**config.mk**
```make
export PLATFORM = sky130hd
export DESIGN_NAME = uart_tx_interface
export DESIGN_NICKNAME = d
export VERILOG_FILES = /design/src/rtl/uart_pkg.sv /design/src/rtl/uart_tx_fifo.sv /design/src/rtl/uart_tx_interface.sv
export SDC_FILE = /design/constraint.sdc
export NUM_CORES = 1
export LEC_CHECK = 0
export ABC_AREA = 1
export CORE_ASPECT_RATIO = 1.2
export CORE_MARGIN = 1
export CORE_UTILIZATION = 50
export CTS_CLUSTER_DIAMETER = 30
export DETAILED_ROUTE_END_ITERATION = 7
export PLACE_DENSITY = 0.76
export SLEW_MARGIN = 20
export SYNTH_ARGS = -nofsm -noshare
export SYNTH_HDL_FRONTEND = slang
export SYNTH_SLANG_ARGS = --single-unit
export TNS_END_PERCENT = 50
```
**constraint.sdc**
```tcl
create_clock -name clock -period 2.94 [get_ports clock]
set_clock_uncertainty 0.15 [all_clocks]
set_input_delay 0.294 -clock clock [delete_from_list [all_inputs] [get_ports clock]]
set_output_delay 0.294 -clock clock [all_outputs]
set_load 0.01 [all_outputs]
```
**src/rtl/uart_pkg.sv**
```systemverilog
// Shared types and constants for the UART transmit-side interface buffer.
package uart_pkg;
   localparam int TX_DATA_W_DEF = 8;
   localparam int OVF_CNT_W     = 8;

   typedef enum logic [1:0] {IDLE, LOAD, WAIT, GUARD} tx_state_e;
endpackage

```
**src/rtl/uart_tx_fifo.sv**
```systemverilog
// Small circular FIFO for the transmit path; the head entry is presented combinationally on dout.
module uart_tx_fifo #(
   parameter int DATA_WIDTH = 8,
   parameter int FIFO_DEPTH = 4
) (
   input  logic                  clock,
   input  logic                  reset,
   input  logic                  push,
   input  logic                  pop,
   input  logic [DATA_WIDTH-1:0] din,
   output logic [DATA_WIDTH-1:0] dout,
   output logic                  full,
   output logic                  empty
);
   localparam int PW = $clog2(FIFO_DEPTH);
   localparam int CW = PW + 1;

   logic [DATA_WIDTH-1:0] r_mem [FIFO_DEPTH];
   logic [PW-1:0]         r_wr_ptr;
   logic [PW-1:0]         r_rd_ptr;
   logic [CW-1:0]         r_count;

   // Pointers wrap naturally because FIFO_DEPTH is a power of two.
   always_ff @(posedge clock or posedge reset) begin
      if (reset) begin
         r_wr_ptr <= '0;
         r_rd_ptr <= '0;
         r_count  <= '0;
      end else begin
         if (push) r_wr_ptr <= r_wr_ptr + PW'(1);
         if (pop)  r_rd_ptr <= r_rd_ptr + PW'(1);
         r_count <= r_count + CW'(push) - CW'(pop);
      end
   end

   always_ff @(posedge clock) begin
      if (push) r_mem[r_wr_ptr] <= din;
   end

   assign dout  = r_mem[r_rd_ptr];
   assign full  = (r_count == CW'(FIFO_DEPTH));
   assign empty = (r_count == '0);
endmodule

```
**src/rtl/uart_tx_interface.sv**
```systemverilog
// Producer-side transmit buffer: queues bytes and paces them into the UART TX core with a guard gap.
// Define UART_TX_OVF_CNT_EN to add the saturating ovf_count dropped-write counter port.
module uart_tx_interface
   import uart_pkg::*;
#(
   parameter int DATA_WIDTH   = TX_DATA_W_DEF,
   parameter int FIFO_DEPTH   = 4,
   parameter int GUARD_CYCLES = 3
) (
   input  logic                  clock,
   input  logic                  reset,
   input  logic [DATA_WIDTH-1:0] wr_data,
   input  logic                  wr_en,
   output logic                  tx_full,
   output logic                  tx_empty,
   output logic                  tx_busy,
   output logic                  tx_start,
   output logic [DATA_WIDTH-1:0] tx_data,
   input  logic                  tx_done
`ifdef UART_TX_OVF_CNT_EN
   ,
   output logic [OVF_CNT_W-1:0]  ovf_count
`endif
);
   localparam int GW = (GUARD_CYCLES < 1) ? 1 : $clog2(GUARD_CYCLES + 1);

   tx_state_e             r_state;
   logic [GW-1:0]         r_guard_cnt;
   logic [DATA_WIDTH-1:0] r_tx_data;
   logic                  r_tx_start;
   logic                  w_push;
   logic                  w_pop;
   logic                  w_full;
   logic                  w_empty;
   logic [DATA_WIDTH-1:0] w_head;

   // Full is the pre-pop view, so a write on the popping edge of a full FIFO is still dropped.
   assign w_push = wr_en && !w_full;
   assign w_pop  = (r_state == IDLE) && !w_empty;

   uart_tx_fifo #(
      .DATA_WIDTH (DATA_WIDTH),
      .FIFO_DEPTH (FIFO_DEPTH)
   ) u_fifo (
      .clock (clock),
      .reset (reset),
      .push  (w_push),
      .pop   (w_pop),
      .din   (wr_data),
      .dout  (w_head),
      .full  (w_full),
      .empty (w_empty)
   );

   always_ff @(posedge clock or posedge reset) begin
      if (reset) begin
         r_state     <= IDLE;
         r_guard_cnt <= '0;
         r_tx_data   <= '0;
         r_tx_start  <= 1'b0;
      end else begin
         r_tx_start <= 1'b0;
         case (r_state)
            IDLE: begin
               if (!w_empty) begin
                  r_state    <= LOAD;
                  r_tx_data  <= w_head;
                  r_tx_start <= 1'b1;
               end
            end
            LOAD: r_state <= WAIT;
            WAIT: begin
               if (tx_done) begin
                  if (GUARD_CYCLES == 0) begin
                     r_state   <= IDLE;
                     r_tx_data <= '0;
                  end else begin
                     r_state     <= GUARD;
                     r_guard_cnt <= GW'(1);
                  end
               end
            end
            GUARD: begin
               if (r_guard_cnt == GW'(GUARD_CYCLES)) begin
                  r_state   <= IDLE;
                  r_tx_data <= '0;
               end else begin
                  r_guard_cnt <= r_guard_cnt + GW'(1);
               end
            end
            default: r_state <= IDLE;
         endcase
      end
   end

   assign tx_start = r_tx_start;
   assign tx_data  = r_tx_data;
   assign tx_busy  = (r_state != IDLE);
   assign tx_full  = w_full;
   assign tx_empty = w_empty;

`ifdef UART_TX_OVF_CNT_EN
   logic [OVF_CNT_W-1:0] r_ovf_cnt;

   function automatic logic [OVF_CNT_W-1:0] sat_inc(input logic [OVF_CNT_W-1:0] v);
      return (v == '1) ? v : v + OVF_CNT_W'(1);
   endfunction

   always_ff @(posedge clock or posedge reset) begin
      if (reset)              r_ovf_cnt <= '0;
      else if (wr_en && w_full) r_ovf_cnt <= sat_inc(r_ovf_cnt);
   end

   assign ovf_count = r_ovf_cnt;
`endif
endmodule

```
==> impl_metrics.py, run 1 <==
metrics = {
    "grt": {
        "antenna_found_initial": 0,
        "grt.overflow.total": 0,
        "grt_pass1_vias": 1356,
        "grtUsageTotal_pct": 16.5,
        "grt_pass1_wl_um": 6200,
        "grt_start_max_net_pins": 21,
    },
    "sta": {
        "holdWs_ns": 0.263,
        "fin_crit_sh_pct": 75.7,
        "fin_ws_ns": 0.715,
        "slew_viol_final": 0,
        "rsz0062_at_grt": "no",
        "setup_total_negative_slack_ns": 0,
        "max_freq_mhz": 450,
        "fin_crit_ns": 2.22,
        "worst_pin_slew_ns": 0.719,
        "slew_headroom_pct": 52.0,
        "finalSetupViolations": 0,
        "finalHoldViolCount": 0,
    },
    "worst_setup_path": {
        "crit_family": "adder cells",
        "worst_path_largest_cell_delay_ns": 0.38,
        "crit_type": "reg2reg",
        "required_ns": 2.98,
        "worstSetupStartpointType": "flip-flop",
        "cp_slowest_cell": "dfrtp_1",
        "path_cells": "inv_1 > ha_1 > nand2_2 > inv_1 > ha_1 > inv_1 > ha_1 > fa_1 > xor2_1",
        "cp.arrival_ns": 2.26,
        "cp.buffers_inverters": 3,
        "critPathCaptureType": "flip-flop",
        "cp_max_fo": 5,
    },
    "finish": {
        "final_cells": 334,
        "post-route-util_pct": 60.4,
        "nets": 298,
        "n_antenna_cell": 0,
        "fin_area_sq_um": 2770,
        "syn_to_final_growth_pct": 15.8,
        "drive_above_1_share_pct": 6.88,
    },
    "synthesis": {
        "yosys_register_bits": 52,
        "synth_area_sq_um": 2400,
        "synthCells": 245,
        "synth_fp_nets": 268,
        "avgSynthCellArea_sq_um": 9.78,
        "yosysSeqAreaShare_pct": 61.0,
        "yosysWarnings": 0,
        "netlist-cell-type-count": 20,
    },
    "routing": {
        "drt_iter0_markers": 54,
        "wl_per_cell_um": 11.2,
        "dr.pass1.iters": 4,
        "dr_total_vias": 1531,
        "drcViolationCount": 0,
        "routed_wl_um": 3730,
        "viasPerCell": 4.58,
        "antenna_left": 0,
    },
    "hold_path": {
        "hold_path_class": "in2async",
    },
    "clock_tree": {
        "h-tree-depth": 2,
        "cts_max_path_buffers": 2,
        "insertion_delay_ns": 0.30,
        "cts_tree": "yes",
        "cts_setup_buffers": 0,
        "root_buffer": "clkbuf_8",
        "postCtsResizedCells": 0,
        "hold_buffers": 0,
        "clk_pin_slew_ns": 0.09,
        "cts_sinks": 52,
        "cts_buffers": 5,
    },
    "placed_design": {
        "routabilityCongestion": 0.744,
        "dpl.hpwl_um": 2690,
        "dp_slack_ns": 0.710,
        "dp_cells": 326,
        "dpl_cell_area_sq_um": 2690,
        "portBuffers": 23,
    },
    "power_and_ir_drop": {
        "powerDensity_nw_per_um2": 958,
        "power.leakage_nw": 1.36,
        "p_total_mw": 2.66,
        "peakVddDrop_uv": 391,
    },
    "job": {
        "max-cap-violations": 0,
    },
    "floorplan": {
        "pin_count": 24,
        "dieArea_sq_um": 5070,
        "rows": 27,
        "core_area_sq_um": 4590,
        "die_h_um": 77.8,
        "start_util_pct": 52.2,
        "fp.dieW_um": 65.2,
    },
    "outcome": {
        "status": "finished, final reports clean",
    },
}
[worst reg2reg max path, stage by stage, from the launching register on]
cell and delay [ns]:
dfrtp_1 0.38, inv_1 0.07, ha_1 0.25, nand2_2 0.16, inv_1 0.07, ha_1 0.27, inv_1 0.04, ha_1 0.18
fa_1 0.37, xor2_1 0.17
[where the power goes]
| group | switching (mW) | internal [mW] | leakage, nW | total, mW |
|---|---|---|---|---|
| clock network | 0.218 | 0.165 | 0.0388 | 0.383 |
| registers | 0.157 | 1.01 | 0.540 | 1.17 |
| logic | 0.634 | 0.471 | 0.783 | 1.10 |
| total | 1.01 | 1.65 | 1.36 | 2.66 |
[per-layer routing]
metal  wire (um)  global-route usage, %  part of all wire, %  up-vias
li1            -                      -                    -      802
met1        1690                   20.4                   45      701
met2        1870                   27.3                   50       22
met3         103                   3.68                  2.8        6
met4          68                   7.17                  1.8        0
met5           0                      0                    0        -
[final cells by class]
class / count / area [sq um]
clock buffers: 6 / 72.6
clock inverters: 2 / 11.3
fillers: 409 / 1820
inverters: 55 / 209
multi-input cells: 134 / 687
flip-flops and latches: 52 / 1460
well taps: 58 / 72.6
repair buffers: 27 / 260
[registers in the layout, indices dropped and copies added (netlist names)]
name / flops
u_fifo.r_mem: 32
tx_data: 8
u_fifo.r_count: 3
r_guard_cnt: 2
r_state: 2
u_fifo.r_rd_ptr: 2
u_fifo.r_wr_ptr: 2
tx_start: 1
[cells by family after synthesis]
kind of cell | Yosys count | share of synthesized area, %
fa+ha+maj | 11 | 6.06
compound gates | 3 | 0.731
simple gates | 115 | 20.1
xor+xnor | 5 | 1.83
flops | 52 | 61.0
buf+inv | 59 | 10.3
[cell usage in the layout, fill, tap and decap left out, drive strengths merged]
cell	count
buf	4
clkbuf	6
clkdlybuf4s50	23
clkinv	1
clkinvlp	1
dfrtp	20
edfxtp	32
fa	1
ha	10
inv	55
nand2	85
nand3	21
nor2	8
o211ai	1
o21ai	2
or2	1
xnor2	2
xor2	3
[worst paths after layout]
kind                                                       end  cells past startpoint              startpoint  slack [ns]
worst max-delay path               u_fifo.r_count[2]$_DFF_PP0_                      9  r_state[0]$_DFFE_PP0P_        0.72
worst min-delay path                    r_state[1]$_DFFE_PP0P_                      2                   reset        0.26
worst max register to register     u_fifo.r_count[2]$_DFF_PP0_                      9  r_state[0]$_DFFE_PP0P_        0.72
worst min register to register          tx_data[6]$_DFFE_PP0P_                      2  tx_data[6]$_DFFE_PP0P_        0.34
max in group asynchronous       u_fifo.r_wr_ptr[0]$_DFFE_PP0P_                      2                   reset        1.92
min in group clock                      tx_data[6]$_DFFE_PP0P_                      2  tx_data[6]$_DFFE_PP0P_        0.34
[cells in the mapped netlist]
library cell | count | area (sq um)
xor2_1 | 3 | 26.3
inv_2 | 1 | 3.75
or2_2 | 1 | 6.26
buf_6 | 3 | 33.8
nor2_2 | 1 | 6.26
dfrtp_1 | 20 | 500
nand3_1 | 21 | 105
nand2_2 | 4 | 25.0
nand2_1 | 81 | 304
o21ai_0 | 2 | 10.0
nor2_4 | 1 | 11.3
ha_1 | 10 | 125
o211ai_1 | 1 | 7.51
nor2_1 | 6 | 22.5
edfxtp_1 | 32 | 961
xnor2_1 | 2 | 17.5
inv_4 | 1 | 6.26
inv_1 | 53 | 199
buf_2 | 1 | 5.00
fa_1 | 1 | 20.0
(Power assumes the default switching activity.)
==> run 2, diff against run 1 <==
- PLACE_DENSITY: 0.76 -> 0.79
- clock period: 2.94 -> 2.01 ns (I/O delays scaled with it)
==> impl_metrics.py, run 2 (same netlist as run 1, synthesis figures left out) <==
metrics = {
    "outcome": {
        "status": "finished, final reports clean",
    },
    "placed_design": {
        "dpl.hpwl_um": 2790,
        "routabilityCongestion": 0.792,
        "dpl_cell_area_sq_um": 2770,
        "portBuffers": 23,
        "dp_slack_ns": -0.0331,
        "dp_cells": 334,
    },
    "clock_tree": {
        "cts_sinks": 52,
        "cts_tree": "yes",
        "root_buffer": "clkbuf_8",
        "insertion_delay_ns": 0.29,
        "cts_max_path_buffers": 2,
        "clk_pin_slew_ns": 0.08,
        "cts_buffers": 5,
        "h-tree-depth": 2,
        "hold_buffers": 0,
    },
    "sta": {
        "max_freq_mhz": 498,
        "worst_pin_slew_ns": 0.496,
        "finalHoldViolCount": 0,
        "slew_viol_final": 0,
        "finalSetupViolations": 0,
        "slew_headroom_pct": 66.9,
        "setup_total_negative_slack_ns": 0,
        "fin_ws_ns": 0.00361,
        "fin_crit_ns": 2.01,
        "fin_crit_sh_pct": 99.8,
        "holdWs_ns": 0.0710,
        "rsz0062_at_grt": "yes",
    },
    "worst_setup_path": {
        "cp.buffers_inverters": 2,
        "r2r_cells": 9,
        "cp.depth": 9,
        "cp_slowest_cell": "dfrtp_1",
        "cp.arrival_ns": 2.03,
        "worstSetupStartpointType": "flip-flop",
        "path_cells": "nor2_2 > nand2_2 > nand2_4 > inv_1 > ha_1 > inv_1 > ha_2 > fa_2 > xor2_1",
        "crit_family": "adder cells",
        "required_ns": 2.04,
        "cp_max_fo": 2,
        "crit_type": "reg2reg",
        "cp_common_cell": "inv_1",
        "worst_path_largest_cell_delay_ns": 0.41,
        "critPathCaptureType": "flip-flop",
    },
    "finish": {
        "layout_common_cells": "nand2_1, inv_1, edfxtp_1, nand3_1",
        "drive_above_1_share_pct": 12.5,
        "largest_register_ffs": 32,
        "multi_input_area_sq_um": 712,
        "fin_area_sq_um": 2890,
        "final_cells": 346,
        "syn_to_final_growth_pct": 20.8,
        "layout_commonest_cell": "nand2_1",
        "seqCellArea_sq_um": 1460,
        "nets": 310,
        "n_antenna_cell": 0,
        "top_register": "u_fifo.r_mem",
        "fillers": 383,
    },
    "grt": {
        "grt_pass1_vias": 1513,
        "grt.overflow.total": 0,
        "grt_start_max_net_pins": 21,
        "grtUsageTotal_pct": 17.9,
        "grt_pass1_wl_um": 6850,
        "antenna_found_initial": 0,
    },
    "routing": {
        "dr_total_vias": 1554,
        "viasPerCell": 4.49,
        "wl_per_cell_um": 11.2,
        "drcViolationCount": 0,
        "dr.pass1.iters": 4,
        "drt_iter0_markers": 67,
        "routed_wl_um": 3860,
        "antenna_left": 0,
    },
    "floorplan": {
        "pin_count": 24,
        "core_area_sq_um": 4590,
        "start_util_pct": 52.2,
        "rows": 27,
        "die_h_um": 77.8,
        "dieArea_sq_um": 5070,
        "fp.dieW_um": 65.2,
    },
    "power_and_ir_drop": {
        "power.leakage_nw": 1.46,
        "powerDensity_nw_per_um2": 1420,
        "peakVddDrop_uv": 686,
    },
    "hold_path": {
        "hold_path_class": "in2async",
    },
    "job": {
        "max-cap-violations": 0,
    },
}
## run 2: cell count changes in the layout (fill, tap and decap cells not counted), sizes merged
cell,change
buf,+12
clkbuf,+1
clkdlybuf4s50,-3
clkinvlp,-1
dlymetal6s2s,+3
## run 2: per-stage QoR
step | utilization (%) | total power [mW]
floorplan | - | 2.92
detailed placement | 60.3 | 3.54
finish | 63.0 | 4.10
global route | 63.0 | 4.47
global placement | 60.3 | 3.45
CTS | 62.4 | 4.12
## run 2: routing by layer
| metal | global-route usage (%) | vias up | routed length [um] |
|---|---|---|---|
| met2 | 30.7 | 28 | 1950 |
| met5 | 0 | - | 0 |
| li1 | - | 825 | - |
| met3 | 3.97 | 7 | 116 |
| met1 | 21.8 | 694 | 1740 |
| met4 | 6.52 | 0 | 65 |
## run 2: worst paths after layout
| kind | from | end | slack, ns |
|---|---|---|---|
| worst max-delay path | u_fifo.r_count[0]$_DFF_PP0_ | u_fifo.r_count[2]$_DFF_PP0_ | 0.004 |
| worst min-delay path | reset | u_fifo.r_count[0]$_DFF_PP0_ | 0.07 |
| worst max register to register | u_fifo.r_count[0]$_DFF_PP0_ | u_fifo.r_count[2]$_DFF_PP0_ | 0.004 |
| worst min register to register | tx_data[1]$_DFFE_PP0P_ | tx_data[1]$_DFFE_PP0P_ | 0.34 |
| max in group asynchronous | reset | u_fifo.r_wr_ptr[0]$_DFFE_PP0P_ | 1.43 |
| min in group clock | tx_data[1]$_DFFE_PP0P_ | tx_data[1]$_DFFE_PP0P_ | 0.34 |
## run 2: where the power goes
part           internal, mW  switching, mW  total (mW)
sequential             1.48          0.219        1.70
combinational         0.838           1.02        1.86
clock                 0.245          0.305       0.549
total                  2.56           1.54        4.10
## run 2: repair_timing
item | in CTS | in global routing
pin swaps | 1 | 2
setup endpoints to repair | 2 | 4
buffers inserted | 2 | 2
hold endpoints to repair | 0 | 0
gates resized for setup | 0 | 5
## run 2: cell type report
| cell class | count | area share (%) |
|---|---|---|
| Sequential cell | 52 | 50.5 |
| Multi-Input combinational cell | 134 | 24.6 |
| Tap cell | 58 | 2.51 |
| Inverter | 55 | 7.22 |
| Timing Repair Buffer | 39 | 12.4 |
| Clock inverter | 1 | 0.173 |
| Clock buffer | 7 | 2.64 |
## run 2: worst min-delay path, cell delays in order
cell             delay, ns
clkdlybuf4s50_1       0.39
inv_1                 0.05
buf_4                 0.25
